[src/rtl/axil_master_fsm.sv]
// Single-outstanding AXI4-Lite master bridging a valid/ready core request port.
// Optional per-transaction abort timer is enabled with `define AXIL_MASTER_TIMEOUT_EN.
module axil_master_fsm #(
  parameter int ADDR_WIDTH     = 32,
  parameter int DATA_WIDTH     = 32,  // 32 or 64
  parameter int TIMEOUT_CYCLES = 255  // 1..65535
) (
  input  logic                    clk,
  input  logic                    rst,
  input  logic                    valid_i,
  output logic                    ready_o,
  input  logic [ADDR_WIDTH-1:0]   addr_i,
  input  logic [DATA_WIDTH-1:0]   wdata_i,
  input  logic [DATA_WIDTH/8-1:0] we_i,
  output logic [DATA_WIDTH-1:0]   rdata_o,
  output logic                    err_o,
  output logic                    axi_awvalid,
  input  logic                    axi_awready,
  output logic [ADDR_WIDTH-1:0]   axi_awaddr,
  output logic [2:0]              axi_awprot,
  output logic                    axi_wvalid,
  input  logic                    axi_wready,
  output logic [DATA_WIDTH-1:0]   axi_wdata,
  output logic [DATA_WIDTH/8-1:0] axi_wstrb,
  input  logic                    axi_bvalid,
  output logic                    axi_bready,
  input  logic [1:0]              axi_bresp,
  output logic                    axi_arvalid,
  input  logic                    axi_arready,
  output logic [ADDR_WIDTH-1:0]   axi_araddr,
  output logic [2:0]              axi_arprot,
  input  logic                    axi_rvalid,
  output logic                    axi_rready,
  input  logic [DATA_WIDTH-1:0]   axi_rdata,
  input  logic [1:0]              axi_rresp
);

  typedef enum logic [2:0] {IDLE, WRITE, WRESP, READ, RRESP, DONE} state_t;

  state_t                  state;
  logic [ADDR_WIDTH-1:0]   addr_q;
  logic [DATA_WIDTH-1:0]   wdata_q;
  logic [DATA_WIDTH/8-1:0] strb_q;
  logic                    aw_done;
  logic                    w_done;
  logic                    aw_hs;
  logic                    w_hs;
  logic                    timeout_hit;
  logic                    unused_resp;

  assign aw_hs       = axi_awvalid & axi_awready;
  assign w_hs        = axi_wvalid & axi_wready;
  assign axi_awaddr  = addr_q;
  assign axi_araddr  = addr_q;
  assign axi_wdata   = wdata_q;
  assign axi_wstrb   = strb_q;
  assign axi_awprot  = 3'b000;
  assign axi_arprot  = 3'b000;
  // Only the error bit of the responses matters; OKAY vs EXOKAY is irrelevant here.
  assign unused_resp = axi_bresp[0] ^ axi_rresp[0];

`ifdef AXIL_MASTER_TIMEOUT_EN
  logic [15:0] timeout_cnt;

  always_ff @(posedge clk) begin
    if (rst)                timeout_cnt <= '0;
    else if (state == IDLE) timeout_cnt <= '0;
    else if (state != DONE) timeout_cnt <= timeout_cnt + 16'd1;
  end

  // Fires in the last allowed busy cycle so the abort lands after exactly TIMEOUT_CYCLES.
  assign timeout_hit = (state != IDLE) && (state != DONE) &&
                       (timeout_cnt == 16'(TIMEOUT_CYCLES - 1));
`else
  assign timeout_hit = (TIMEOUT_CYCLES < 0);
`endif

  always_ff @(posedge clk) begin
    // NOTE: every register here uses <= so all of them update from the same pre-edge values.
    if (rst) begin
      state       <= IDLE;
      ready_o     <= 1'b0;
      err_o       <= 1'b0;
      rdata_o     <= '0;
      axi_awvalid <= 1'b0;
      axi_wvalid  <= 1'b0;
      axi_bready  <= 1'b0;
      axi_arvalid <= 1'b0;
      axi_rready  <= 1'b0;
      aw_done     <= 1'b0;
      w_done      <= 1'b0;
      // NOTE: the payload copies are reset too so every output reads 0 straight after reset.
      addr_q      <= '0;
      wdata_q     <= '0;
      strb_q      <= '0;
    end else begin
      case (state)
        IDLE: begin
          if (valid_i) begin
            addr_q  <= addr_i;
            wdata_q <= wdata_i;
            strb_q  <= we_i;
            aw_done <= 1'b0;
            w_done  <= 1'b0;
            if (|we_i) begin
              state       <= WRITE;
              axi_awvalid <= 1'b1;
              axi_wvalid  <= 1'b1;
            end else begin
              state       <= READ;
              axi_arvalid <= 1'b1;
            end
          end
        end
        WRITE: begin
          if (aw_hs) begin
            axi_awvalid <= 1'b0;
            aw_done     <= 1'b1;
          end
          if (w_hs) begin
            axi_wvalid <= 1'b0;
            w_done     <= 1'b1;
          end
          if ((aw_done | aw_hs) && (w_done | w_hs)) begin
            state      <= WRESP;
            axi_bready <= 1'b1;
          end else if (timeout_hit) begin
            axi_awvalid <= 1'b0;
            axi_wvalid  <= 1'b0;
            state       <= DONE;
            ready_o     <= 1'b1;
            err_o       <= 1'b1;
            rdata_o     <= '0;
          end
        end
        WRESP: begin
          if (axi_bvalid || timeout_hit) begin
            axi_bready <= 1'b0;
            state      <= DONE;
            ready_o    <= 1'b1;
            err_o      <= axi_bvalid ? axi_bresp[1] : 1'b1;
            rdata_o    <= '0;
          end
        end
        READ: begin
          if (axi_arready) begin
            axi_arvalid <= 1'b0;
            axi_rready  <= 1'b1;
            state       <= RRESP;
          end else if (timeout_hit) begin
            axi_arvalid <= 1'b0;
            state       <= DONE;
            ready_o     <= 1'b1;
            err_o       <= 1'b1;
            rdata_o     <= '0;
          end
        end
        RRESP: begin
          if (axi_rvalid || timeout_hit) begin
            axi_rready <= 1'b0;
            state      <= DONE;
            ready_o    <= 1'b1;
            err_o      <= axi_rvalid ? axi_rresp[1] : 1'b1;
            rdata_o    <= axi_rvalid ? axi_rdata : '0;
          end
        end
        DONE: begin
          ready_o <= 1'b0;
          state   <= IDLE;
        end
        default: state <= IDLE;
      endcase
    end
  end

endmodule
[config.mk]
export PLATFORM = sky130hd
export DESIGN_NAME = axil_master_fsm
export DESIGN_NICKNAME = d
export VERILOG_FILES = /design/src/rtl/axil_master_fsm.sv
export SDC_FILE = /design/constraint.sdc
export NUM_CORES = 1
export LEC_CHECK = 0
export ABC_AREA = 1
export BUFFER_PORTS_ARGS = -buffer_cell sky130_fd_sc_hd__clkbuf_2
export CAP_MARGIN = 15
export CORE_MARGIN = 4
export CORE_UTILIZATION = 40
export CTS_CLUSTER_DIAMETER = 100
export DETAILED_ROUTE_END_ITERATION = 6
export GPL_TIMING_DRIVEN = 0
export HOLD_SLACK_MARGIN = 0.06
export PLACE_DENSITY = 0.77
export SYNTH_ARGS = -nofsm -noshare
export SYNTH_HDL_FRONTEND = slang
export SYNTH_SLANG_ARGS = --single-unit
[constraint.sdc]
create_clock -name clk -period 1.2 [get_ports clk]
set_input_delay 0.06 -clock clk [delete_from_list [all_inputs] [get_ports clk]]
set_output_delay 0.06 -clock clk [all_outputs]
set_load 0.005 [all_outputs]
==> impl_metrics.prom <==
# TYPE chip_impl_metric gauge
chip_impl_info{name="worstSetupStartpoint",value="state[0]"} 1
chip_impl_metric{name="fin_worst_setup_slack",unit="ns"} -0.2692
chip_impl_metric{name="grt_remaining_overflow",unit=""} 0
chip_impl_info{name="root_cell_of_the_clock_tree",value="sky130_fd_sc_hd__clkbuf_16"} 1
chip_impl_metric{name="maximum_number_of_pins_on_one_net_before_global_route_repair",unit=""} 20
chip_impl_metric{name="ys_seq_area_frac",unit=""} 0.4975
chip_impl_metric{name="cts.reportedPaths.clkPinSlew",unit="ns"} 0.08
chip_impl_metric{name="floorplan.die_area",unit="mm2"} 0.01303
chip_impl_metric{name="post-route-min-period",unit="ns"} 1.469
chip_impl_metric{name="finClkSkew",unit="ns"} 0.009940
chip_impl_metric{name="post_synth_instance_area",unit="mm2"} 0.004507
chip_impl_metric{name="numPlacedInstances",unit=""} 972
chip_impl_metric{name="insertedDiodeCount",unit=""} 0
chip_impl_metric{name="pwr-share-seq",unit=""} 0.316
chip_impl_metric{name="share_clk_of_total_power",unit=""} 0.185
chip_impl_metric{name="power.switching_fraction",unit=""} 0.3785
chip_impl_info{name="critical_path_class",value="flop to flop"} 1
chip_impl_metric{name="nFillCells",unit=""} 609
chip_impl_metric{name="ir_worst_vdd",unit="V"} 0.001068
chip_impl_metric{name="drtPass1Iterations",unit=""} 7
chip_impl_info{name="status",value="finished, violations left"} 1
chip_impl_metric{name="clockBufferDepth",unit=""} 2
chip_impl_metric{name="cts_made_buffers",unit=""} 9
chip_impl_info{name="rsz0062_at_grt",value="yes"} 1
chip_impl_metric{name="worstMarginPinSlew",unit="ns"} 0.8124
chip_impl_metric{name="area_delta_synth_final",unit="%"} 94.42
chip_impl_metric{name="area_used_by_sequential_logic_in_the_layout",unit="mm2"} 0.002251
chip_impl_metric{name="finalNonFillerCells",unit=""} 1134
chip_impl_metric{name="drc",unit=""} 0
chip_impl_metric{name="synth_cell_types",unit=""} 21
chip_impl_metric{name="power_switching",unit="mW"} 6.422
chip_impl_metric{name="multiInputGateArea",unit="mm2"} 0.002307
chip_impl_metric{name="antenna_violations_before_repair",unit=""} 0
chip_impl_metric{name="routabilityCongestion",unit=""} 0.7935
chip_impl_metric{name="timing.fmax",unit="MHz"} 680.7
chip_impl_metric{name="timing.max_slew.rel_slack",unit=""} 0.4584
chip_impl_metric{name="routed-via-count",unit=""} 5713
chip_impl_metric{name="period_share",unit=""} 1.224
chip_impl_info{name="critPathCaptureType",value="flop"} 1
chip_impl_metric{name="synth_seq_cells",unit=""} 112
chip_impl_metric{name="yosysWarningCount",unit=""} 0
chip_impl_metric{name="floorplan.initialDensity",unit=""} 0.4121
chip_impl_info{name="violations_in_the_final_reports",value="setup timing"} 1
chip_impl_metric{name="drt_iter0_drc",unit=""} 641
chip_impl_metric{name="vias_in_the_first_global_route",unit=""} 5339
chip_impl_info{name="critical_path.reg2reg.startpoint",value="state[0]"} 1
chip_impl_metric{name="worstSkewPairLatency",unit="ns"} 0.34
chip_impl_metric{name="routed_via_density",unit=""} 5.038
chip_impl_metric{name="die_height",unit="um"} 114.1
chip_impl_metric{name="number_of_buffer_cells_added_on_primary_ports",unit=""} 248
chip_impl_metric{name="floorplan.core_area",unit="mm2"} 0.01094
chip_impl_metric{name="drt_wl_total",unit="mm"} 20.02
chip_impl_metric{name="power_leakage",unit="nW"} 4.001
chip_impl_metric{name="syn_inst",unit=""} 579
chip_impl_info{name="tritoncts",value="yes"} 1
chip_impl_metric{name="power_density",unit="mW/mm2"} 1936
chip_impl_info{name="hp-class",value="input pin to flop"} 1
chip_impl_metric{name="layout-drive-gt1-share",unit=""} 0.5463
chip_impl_info{name="worstHoldStart",value="axi_rresp[1]"} 1
chip_impl_metric{name="hold_viol_final",unit=""} 0
chip_impl_metric{name="groute.usage.overall",unit=""} 0.2496
chip_impl_metric{name="timing.critical_path.required",unit="ns"} 1.45
chip_impl_metric{name="hpwlAfterDp",unit="mm"} 9.888
chip_impl_metric{name="routedWlPerCell",unit="um"} 17.66
chip_impl_metric{name="power.share.combinational",unit=""} 0.499
chip_impl_metric{name="global_route_wire_length_before_repair",unit="mm"} 26.41
chip_impl_metric{name="timing.setup.tns",unit="ns"} -17.84
chip_impl_metric{name="cap_viol_max_count",unit=""} 0
chip_impl_metric{name="worst-endpoint-arrival",unit="ns"} 1.72
chip_impl_metric{name="maxSlewViolCount",unit=""} 0
chip_impl_info{name="setup.worst_path.start_class",value="flop"} 1
chip_impl_metric{name="htree_levels",unit=""} 3
chip_impl_metric{name="cts_num_sinks",unit=""} 112
chip_impl_metric{name="postSynthAreaPerCell",unit="um2"} 7.784
chip_impl_metric{name="cp_max_fo",unit=""} 6
chip_impl_metric{name="io_pins",unit=""} 257
chip_impl_metric{name="timing.final.setup_violations",unit=""} 111
chip_impl_metric{name="p_int",unit="mW"} 10.54
chip_impl_metric{name="fin_nets",unit=""} 1102
chip_impl_metric{name="core.rowCount",unit=""} 38
chip_impl_metric{name="antenna_violating_nets_left",unit=""} 0
chip_impl_metric{name="die-width",unit="um"} 114.1
-- routing by layer --
layer  vias up  track usage  wire, um
met3        53      0.05603      1519
met4         0      0.09026       557
met2       320       0.4481     10450
met5         -            0         0
met1      2707       0.2899      7491
li1       2633            -         -
-- synthesized netlist by cell type, drive strengths merged --
master / number / share of area
nor2: 17 / 0.019
a31oi: 1 / 0.0014
clkinv: 1 / 0.00083
nand3b: 1 / 0.0017
a211oi: 1 / 0.0017
inv: 83 / 0.069
and2: 1 / 0.0014
a21oi: 110 / 0.13
o21ai: 72 / 0.080
clkbuf: 20 / 0.017
nand3: 12 / 0.017
nand2: 97 / 0.081
buf: 50 / 0.087
conb: 1 / 0.00083
dfxtp: 112 / 0.50
-- logic make-up (layout without fill, tap and decap cells) --
logic type,Yosys count,after routing,synth area share
and+or+nand+nor,128,131,0.1197
other,1,6,0.0008321
AOI/OAI and AO/OA,184,184,0.2085
buffers and inverters,154,561,0.1735
DFF,112,112,0.4975
-- critical path, cell delays in order (launching register included) --
cell	delay, ns
sky130_fd_sc_hd__dfxtp_4	0.37
sky130_fd_sc_hd__nor2_4	0.15
sky130_fd_sc_hd__buf_6	0.15
sky130_fd_sc_hd__nand3_4	0.10
sky130_fd_sc_hd__nand3_4	0.20
sky130_fd_sc_hd__buf_6	0.16
sky130_fd_sc_hd__nand2_2	0.06
sky130_fd_sc_hd__a21oi_1	0.19
-- flip-flops by register name (all words and copies together), names as in the netlist --
signal       count
rdata_o         32
axi_wdata       32
ready_o          1
aw_done          1
axi_bready       1
axi_wvalid       1
axi_wstrb        4
state            3
axi_araddr      32
err_o            1
axi_rready       1
axi_awvalid      1
w_done           1
axi_arvalid      1
-- cell type report --
cell class / instances / area share
repair buffers: 392 / 0.3164
multi-input cells: 321 / 0.2633
flip-flops and latches: 112 / 0.2569
plain buffers: 70 / 0.07268
inverters: 84 / 0.03627
clock buffers: 9 / 0.02570
well taps: 140 / 0.01999
clock inverters: 6 / 0.008711
-- stage by stage --
stage | hold WS (ns) | power [mW] | area (um2) | setup slack, ns | util
6_report | 0.1154 | 16.97 | 8762 | -0.2692 | 0.8013
5_1_grt | 0.1394 | 17.79 | 8762 | -0.3236 | 0.8013
4_1_cts | 0.08179 | 14.66 | 7899 | -0.1462 | 0.7223
3_5_place_dp | 0.3005 | 10.08 | 5962 | -0.3853 | 0.5452
3_3_place_gp | 0.2957 | 9.992 | 5962 | -0.3784 | 0.5452
2_1_floorplan | 0.2072 | 8.016 | 4546 | -0.02281 | -
-- repair_timing --
item,4_1_cts,5_1_grt
setup endpoints to repair,112,112
hold buffers,103,0
buffers inserted,11,14
endpoints found under the hold margin,104,0
gates cloned,11,10
resized for setup,153,195
pin swaps,7,56
-- worst paths after layout --
kind | to | slack [ns] | cells past startpoint
setup / recovery | rdata_o[5] | -0.27 | 7
setup reg to reg | rdata_o[5] | -0.27 | 7
hold / removal | err_o | 0.12 | 5
hold reg to reg | axi_wstrb[2] | 0.45 | 2
-- power by group through the flow --
stage	registers (mW)	clock network [mW]	logic, mW
after floorplan	5.34	0	2.67
after global placement	5.31	0	4.68
after detailed placement	5.34	0	4.74
after CTS	5.28	3.12	6.26
after global routing	5.46	3.33	8.99
final	5.37	3.14	8.46
-- cell usage in the layout, fill, tap and decap left out, drive strengths merged --
cell / netlist / layout
bufinv: 0 / 1
a211oi: 1 / 1
nand3: 12 / 15
nor2: 17 / 17
inv: 83 / 85
nand3b: 1 / 1
a21oi: 110 / 110
and2: 1 / 1
buf: 50 / 93
conb: 1 / 6
o21ai: 72 / 72
clkbuf: 20 / 275
dlygate4sd3: 0 / 103
clkinv: 1 / 4
a31oi: 1 / 1
nand2: 97 / 97
dfxtp: 112 / 112
Power figures use the tool's default switching activity.
